$ cat src/rtl/multicycle_control.sv
// Multicycle RISC-V control unit: sequences each instruction through
// fetch/decode/execute/memory/writeback and drives the datapath selects,
// write strobes and the ALU operation code.
module multicycle_control #(
  parameter logic [3:0] RESET_STATE = 4'd0
) (
  input  logic       clk,
  input  logic       rst,
  input  logic [6:0] op,
  input  logic [2:0] funct3,
  input  logic       funct7b5,
  input  logic       zero,
  input  logic       mem_ready,
  output logic       PCWrite,
  output logic       AdrSrc,
  output logic       MemWrite,
  output logic       IRWrite,
  output logic [1:0] ResultSrc,
  output logic [1:0] ALUSrcA,
  output logic [1:0] ALUSrcB,
  output logic       RegWrite,
  output logic [1:0] ImmSrc,
  output logic [2:0] AluControl,
  output logic       illegal
);

  typedef enum logic [3:0] {
    S_FETCH    = 4'd0,
    S_DECODE   = 4'd1,
    S_MEMADR   = 4'd2,
    S_MEMREAD  = 4'd3,
    S_MEMWB    = 4'd4,
    S_MEMWRITE = 4'd5,
    S_EXECUTER = 4'd6,
    S_EXECUTEI = 4'd7,
    S_ALUWB    = 4'd8,
    S_BEQ      = 4'd9,
    S_JAL      = 4'd10
  } state_t;

  localparam logic [6:0] OP_LW   = 7'b0000011;
  localparam logic [6:0] OP_SW   = 7'b0100011;
  localparam logic [6:0] OP_R    = 7'b0110011;
  localparam logic [6:0] OP_I    = 7'b0010011;
  localparam logic [6:0] OP_BEQ  = 7'b1100011;
  localparam logic [6:0] OP_JAL  = 7'b1101111;

  localparam logic [1:0] ALUOP_ADD   = 2'b00;
  localparam logic [1:0] ALUOP_SUB   = 2'b01;
  localparam logic [1:0] ALUOP_FUNCT = 2'b10;

  state_t     state_q;
  state_t     state_d;
  state_t     dec_state;
  logic [1:0] alu_op;

  logic is_lw;
  logic is_sw;
  logic is_r;
  logic is_i;
  logic is_beq;
  logic is_jal;
  logic op_known;

  // Opcode classification shared by next-state, output and immediate decode
  always_comb begin
    is_lw    = (op == OP_LW);
    is_sw    = (op == OP_SW);
    is_r     = (op == OP_R);
    is_i     = (op == OP_I);
    is_beq   = (op == OP_BEQ);
    is_jal   = (op == OP_JAL);
    op_known = is_lw | is_sw | is_r | is_i | is_beq | is_jal;
  end

  // State register with synchronous reset to FETCH
  always_ff @(posedge clk) begin
    if (rst) begin
      state_q <= state_t'(RESET_STATE);
    end else begin
      state_q <= state_d;
    end
  end

  // Next-state logic; any unencoded state value falls back to FETCH
  always_comb begin
    state_d = S_FETCH;
    case (state_q)
      S_FETCH:    state_d = mem_ready ? S_DECODE : S_FETCH;
      S_DECODE: begin
        if (is_lw || is_sw)  state_d = S_MEMADR;
        else if (is_r)       state_d = S_EXECUTER;
        else if (is_i)       state_d = S_EXECUTEI;
        else if (is_beq)     state_d = S_BEQ;
        else if (is_jal)     state_d = S_JAL;
        else                 state_d = S_FETCH;
      end
      S_MEMADR: begin
        if (is_lw)           state_d = S_MEMREAD;
        else if (is_sw)      state_d = S_MEMWRITE;
        else                 state_d = S_FETCH;
      end
      S_MEMREAD:  state_d = mem_ready ? S_MEMWB : S_MEMREAD;
      S_MEMWB:    state_d = S_FETCH;
      S_MEMWRITE: state_d = mem_ready ? S_FETCH : S_MEMWRITE;
      S_EXECUTER: state_d = S_ALUWB;
      S_EXECUTEI: state_d = S_ALUWB;
      S_ALUWB:    state_d = S_FETCH;
      S_BEQ:      state_d = S_FETCH;
      S_JAL:      state_d = S_ALUWB;
      default:    state_d = S_FETCH;
    endcase
  end

  // While in reset the selects show the FETCH decode regardless of the
  // current state; the strobes are squashed separately below.
  always_comb begin
    dec_state = rst ? S_FETCH : state_q;
  end

  // Moore output decode plus the mem_ready / zero gated strobes
  always_comb begin
    PCWrite   = 1'b0;
    AdrSrc    = 1'b0;
    MemWrite  = 1'b0;
    IRWrite   = 1'b0;
    ResultSrc = 2'b00;
    ALUSrcA   = 2'b00;
    ALUSrcB   = 2'b00;
    RegWrite  = 1'b0;
    alu_op    = ALUOP_ADD;
    illegal   = 1'b0;
    case (dec_state)
      S_FETCH: begin
        ALUSrcB   = 2'b10;
        ResultSrc = 2'b10;
        IRWrite   = mem_ready;
        PCWrite   = mem_ready;
      end
      S_DECODE: begin
        ALUSrcA = 2'b01;
        ALUSrcB = 2'b01;
        illegal = ~op_known;
      end
      S_MEMADR: begin
        ALUSrcA = 2'b10;
        ALUSrcB = 2'b01;
      end
      S_MEMREAD: begin
        AdrSrc = 1'b1;
      end
      S_MEMWB: begin
        ResultSrc = 2'b01;
        RegWrite  = 1'b1;
      end
      S_MEMWRITE: begin
        AdrSrc   = 1'b1;
        MemWrite = 1'b1;
      end
      S_EXECUTER: begin
        ALUSrcA = 2'b10;
        alu_op  = ALUOP_FUNCT;
      end
      S_EXECUTEI: begin
        ALUSrcA = 2'b10;
        ALUSrcB = 2'b01;
        alu_op  = ALUOP_FUNCT;
      end
      S_ALUWB: begin
        RegWrite = 1'b1;
      end
      S_BEQ: begin
        ALUSrcA = 2'b10;
        alu_op  = ALUOP_SUB;
        PCWrite = zero;
      end
      S_JAL: begin
        ALUSrcA = 2'b01;
        ALUSrcB = 2'b10;
        PCWrite = 1'b1;
      end
      default: ;
    endcase
    if (rst) begin
      PCWrite  = 1'b0;
      IRWrite  = 1'b0;
      MemWrite = 1'b0;
      RegWrite = 1'b0;
      illegal  = 1'b0;
    end
  end

  // ALU operation decode from ALUOp and the instruction funct fields
  always_comb begin
    AluControl = 3'b000;
    case (alu_op)
      ALUOP_ADD: AluControl = 3'b000;
      ALUOP_SUB: AluControl = 3'b001;
      ALUOP_FUNCT: begin
        case (funct3)
          3'b000:  AluControl = (op[5] & funct7b5) ? 3'b001 : 3'b000;
          3'b010:  AluControl = 3'b101;
          3'b110:  AluControl = 3'b011;
          3'b111:  AluControl = 3'b010;
          default: AluControl = 3'b000;
        endcase
      end
      default: AluControl = 3'b000;
    endcase
  end

  // Immediate format select, decoded from the opcode alone
  always_comb begin
    ImmSrc = 2'b00;
    if (is_sw)       ImmSrc = 2'b01;
    else if (is_beq) ImmSrc = 2'b10;
    else if (is_jal) ImmSrc = 2'b11;
    else             ImmSrc = 2'b00;
  end

endmodule

$ cat config.mk
export PLATFORM = sky130hd
export DESIGN_NAME = multicycle_control
export DESIGN_NICKNAME = d
export VERILOG_FILES = /design/src/rtl/multicycle_control.sv
export SDC_FILE = /design/constraint.sdc
export NUM_CORES = 1
export LEC_CHECK = 0
export ABC_AREA = 1
export BUFFER_PORTS_ARGS = -buffer_cell sky130_fd_sc_hd__buf_2
export CAP_MARGIN = 10
export CORE_MARGIN = 5
export CORE_UTILIZATION = 43
export CTS_BUF_LIST = sky130_fd_sc_hd__clkbuf_16
export DETAILED_ROUTE_END_ITERATION = 10
export PLACE_DENSITY = 0.77
export SETUP_SLACK_MARGIN = 0.1
export SLEW_MARGIN = 20
export SYNTH_ARGS = -nofsm -noshare
export SYNTH_HDL_FRONTEND = slang
export SYNTH_SLANG_ARGS = --single-unit
$ cat constraint.sdc
create_clock -name clk -period 1.8 [get_ports clk]
set_input_delay 0.09 -clock clk [delete_from_list [all_inputs] [get_ports clk]]
set_output_delay 0.09 -clock clk [all_outputs]
set_load 0.05 [all_outputs]
After elaboration in Yosys (flattened, before gate mapping)
Cells that the tools add are included.
{ "word_totals": {"elab_cells": 81, "input_bits": 15, "out_inout_bits": 17, "register_bits": 4} }
{ "op_classes": {"eq_ne": 28, "bitwise_logic": 7, "mux": 33, "n_reduce_logical": 12} }
{ "op_table": {"columns": ["cell", "n"], "rows": [
  ["== test 4 x 3 -> 1 bit (second input constant)", 7],
  ["two-way mux 4 bit", 6],
  ["case mux 4 bit (6 select lines)", 1],
  ["== test 4 x 2 -> 1 bit (second input constant)", 4],
  ["== test 4 bit (second input constant)", 4],
  ["case mux 2 bit (2 select lines)", 4],
  ["== test 7 x 6 -> 1 bit (second input constant)", 2],
  ["== test 7 bit (second input constant)", 2],
  ["two-way mux 1 bit", 12],
  ["two-way mux 3 bit", 4],
  ["case mux 3 bit (4 select lines)", 1],
  ["OR reduction 2 bit", 5],
  ["== test 4 x 1 -> 1 bit (second input constant)", 2],
  ["logical NOT 4 bit", 2],
  ["== test 7 x 2 -> 1 bit (second input constant)", 1],
  ["== test 7 x 5 -> 1 bit (second input constant)", 1],
  ["== test 3 bit (second input constant)", 2],
  ["two-way mux 2 bit", 3],
  ["case mux 3 bit (2 select lines)", 1],
  ["OR reduction 3 bit", 2],
  ["bitwise OR 1 bit", 5],
  ["OR reduction 4 bit", 1],
  ["== test 3 x 2 -> 1 bit (second input constant)", 1],
  ["logical NOT 3 bit", 1],
  ["6 further kinds", 6]
]} }

Logic depth before layout (Yosys ltp)
{ "depth": {"word_depth": 9, "ltp_mapped": 11, "mapped_depth_nobuf": 11} }

Worst setup path before layout
No wires, ideal clock.
{ "synth_path": {"path_type": "register to output", "startpoint": "register state_q[2]", "endpoint": "output AluControl[2]", "t_arrival_ps": 2641, "path_slack_ps": -931, "stages_incl_launch_ff": 8, "n_path_buf": 0, "required_ps": 1710, "path_cell_list": "dfxtp_1 -> inv_1 -> nor2_2 -> inv_2 -> nor2_1 -> nand2_1 -> ha_1 -> nor4_1"} }
{ "synth_via": {"elab_chain_len": 6, "word_cells_on_any_way": 9, "cone_classes": "eq/ne (5); mux (3); reduce/logical (1)"} }
{ "synth_rtl": {"columns": ["item", "line_no", "rtl"], "rows": [
  ["start, declared", "52", "state_t state_q;"],
  ["start signal, assigned", "79", "state_q <= state_t'(RESET_STATE);"],
  ["start signal, assigned", "81", "state_q <= state_d;"],
  ["two-way mux 4 bit *", "118", "dec_state = rst ? S_FETCH : state_q;"],
  ["== test 4 x 3 -> 1 bit", "133", "case (dec_state)"],
  ["OR reduction 2 bit (no source line)", null, null],
  ["case mux 2 bit (2 select lines) *", "133", null],
  ["== test 2 bit or == test 2 x 1 -> 1 bit (tied branches)", "196", "case (alu_op)"],
  ["case mux 3 bit (2 select lines) *", "196", null],
  ["end, declared", "23", "output logic [2:0] AluControl,"]
]} }
Mark *: on every way between the ends. The rest lies on a longest branch, timed or not.

Worst setup path in the final report
{ "layout_path": {"startpoint": "register state_q[1]", "endpoint": "output AluControl[2]"} }
Same word-level chain as after synthesis.

==> flow_metrics.env <==
export IMPL_outcome="finished clean"
export IMPL_r2r_end="state_q[2]"
export IMPL_root_buffer="clkbuf_16"
export IMPL_rows=13
export IMPL_r2r_start="state_q[2]"
export IMPL_fin_crit_ns=1.762
export IMPL_place_ws_ns=0.04277
export IMPL_synth_edf_count=0
export IMPL_ant_nets=0
export IMPL_postSynthAreaPerCell_um2=5.320
export IMPL_rsz0062_at_grt="true"
export IMPL_top_regs="state_q x4"
export IMPL_post_dp_hpwl_um=1456
export IMPL_grt_pass1_vias=823
export IMPL_coreArea_um2=1301
export IMPL_portBuffers=31
export IMPL_netlist_area_um2=590.6
export IMPL_drc=0
export IMPL_dr_pass1_iters=5
export IMPL_crit_path_start_kind="flip-flop"
export IMPL_regMostFlops="state_q"
export IMPL_relSlewSlack_pct=84.02
export IMPL_worst_ep_arrival_time_ns=1.67
export IMPL_slew_viol_final=0
export IMPL_wire_per_inst_um=12.09
export IMPL_ys_ff_latch=4
export IMPL_grt_max_degree=10
export IMPL_numCtsBuffers=3
export IMPL_yosysMostFrequentCell="nand2_1"
export IMPL_drive_above_1_share_pct=49.03
export IMPL_synth_nets=128
export IMPL_finalNonFillerCells=170
export IMPL_finalHoldViolCount=0
export IMPL_hp_start="rst"
export IMPL_ctsLongestPathBuffers=2
export IMPL_routabilityCongestion=0.8078
export IMPL_min_path_type="input pin to flip-flop"
export IMPL_antenna_found_initial=0
export IMPL_die_area_um2=2215
export IMPL_die_w_um=47.06
export IMPL_wl_um=2056
export IMPL_io_pins=32
export IMPL_synth_cell_types=21
export IMPL_fmax_ghz=0.5675
export IMPL_r2r_slack_ns=0.54
export IMPL_die_h_um=47.06
export IMPL_numPlacedInstances=158
export IMPL_synth_top_cell_by_area="nand2_1"
export IMPL_async_flop_share_pct=0
export IMPL_drt_initial_drc_count=24
export IMPL_synth_main_ff_cell="dfxtp_1"
export IMPL_postSynthCellCount=111
export IMPL_cts_clk_slew_worst_paths_ns=0.03
export IMPL_synth_top_cell_area_share_pct=16.53
export IMPL_fin_crit_sh_pct=97.90
export IMPL_start_util_pct=45.38
export IMPL_critPathKind="flip-flop to output port"
export IMPL_whs_ns=0.1780
export IMPL_vias_per_cell=5.165
export IMPL_hold_buffers=0
export IMPL_finalSetupViolations=0
export IMPL_synth_common_cells="nand2_1 (26), inv_1 (20), nor2_1 (17)"
export IMPL_n_fill_cell=92
export IMPL_antenna_cells=0
export IMPL_setup_slack_ns=0.03774
export IMPL_leakagePower_nw=0.5848
export IMPL_cts_tree="built"
export IMPL_yosysWarnings=0
export IMPL_area_growth_pct=77.54
export IMPL_worstPathRequired_ns=1.71
export IMPL_hold_path_end="state_q[1]"
export IMPL_clock_skew_ns=0.003181
export IMPL_power_density_nw_per_um2=523.6
export IMPL_grt_util_all_layers_pct=19.91
export IMPL_cp_end_kind="output port"
export IMPL_worst_slew_pin_slew_ns=0.2379
export IMPL_insertion_delay_ns=0.22
export IMPL_grt_pass1_wl_um=3208
export IMPL_synth_area_leaders="nand2_1 (17%), dfxtp_1 (14%), inv_1 (13%)"
export IMPL_via_count=878
export IMPL_maxCapViolations=0
export IMPL_largest_reg_flops=4
export IMPL_reg2reg_depth=8
export IMPL_h_tree_depth=1
export IMPL_fin_nets=174
export IMPL_hold_path_depth=2
export IMPL_irDropWorstVdd_uv=628.8
export IMPL_grt_overflow_total=0
export IMPL_worstPathMaxFanout=5
export IMPL_clkSinkCount=4
export IMPL_ys_seq_area_share_pct=13.56
-- power by group --
group	total, mW	internal, mW	switching (mW)
Combinational	0.110	0.0342	0.0757
Clock	0.347	0.284	0.0635
Sequential	0.0917	0.0897	0.00200
-- through the flow --
step	cell area, µm²	utilization [%]	setup TNS, ns	power [mW]
after floorplan	624.3	-	-0.1700	0.1611
after global placement	805.8	61.92	0	0.1930
after detailed placement	805.8	61.92	0	0.1946
after CTS	1015	77.98	0	0.5404
after global routing	1049	80.58	-0.1046	0.5673
final	1049	80.58	0	0.5490
-- kinds of logic (layout without fill, tap and decap cells) --
group	count (synthesis)	after routing	share of synthesized area, %
adder cells (fa/ha/maj)	2	2	4.237
buffers and inverters	24	68	15.89
flip-flops	4	4	13.56
AND/OR/NAND/NOR	70	70	54.66
AO/OA/AOI/OAI	11	11	11.65
-- per-layer routing --
layer	part of all wire [%]	track usage (%)	up-vias	routed length, µm
met5	0	0	-	0
met4	1.7	6.630	0	34
met3	6.1	1.533	4	126
met2	56	39.30	32	1158
met1	36	21.82	404	736
li1	-	-	438	-
-- how the worst max path moves through the flow --
| stage | start | to | slack (ns) | cells past startpoint |
|---|---|---|---|---|
| 6_report | state_q[1] | AluControl[2] | 0.04 | 9 |
| 5_1_grt | state_q[1] | AluControl[0] | -0.06 | 12 |
| 4_1_cts | state_q[2] | AluControl[2] | 0.05 | 10 |
| 3_5_place_dp | state_q[3] | AluControl[0] | 0.04 | 11 |
| 3_3_place_gp | state_q[3] | AluControl[2] | 0.08 | 7 |
| 2_1_floorplan | state_q[2] | AluControl[2] | -0.09 | 7 |
-- timing repair --
item                       4_1_cts  5_1_grt
setup buffers                    9        0
setup endpoints to repair        3        4
resized for setup               21       11
pin swaps                        9        5
-- final cells by class --
| type | count | area [µm²] | area share [%] |
|---|---|---|---|
| Tap cell | 15 | 18.77 | 1.790 |
| Inverter | 23 | 86.33 | 8.234 |
| Timing Repair Buffer | 42 | 262.8 | 25.06 |
| Sequential cell | 4 | 87.58 | 8.353 |
| Multi-Input combinational cell | 83 | 518.0 | 49.40 |
| Clock buffer | 3 | 75.07 | 7.160 |
-- critical path, stage by stage (launching register included) --
cell     delay, ns
dfxtp_4       0.35
inv_2         0.04
buf_4         0.13
nor2_4        0.11
nand2_2       0.07
inv_2         0.07
ha_4          0.14
nand2_4       0.07
nor4_4        0.28
buf_6         0.19
-- placed cells by master, fill, tap and decap left out, types with 2 or more instances in the layout --
cell,count
dfxtp_2,3
clkbuf_16,3
nand2_2,2
ha_4,2
nor2_4,7
nor2_1,13
nand2_1,24
inv_1,16
a21oi_1,6
buf_6,2
inv_2,7
nand3_1,15
nor2_2,2
buf_2,27
buf_4,12
Note: power is estimated with default switching activity, not from simulation.
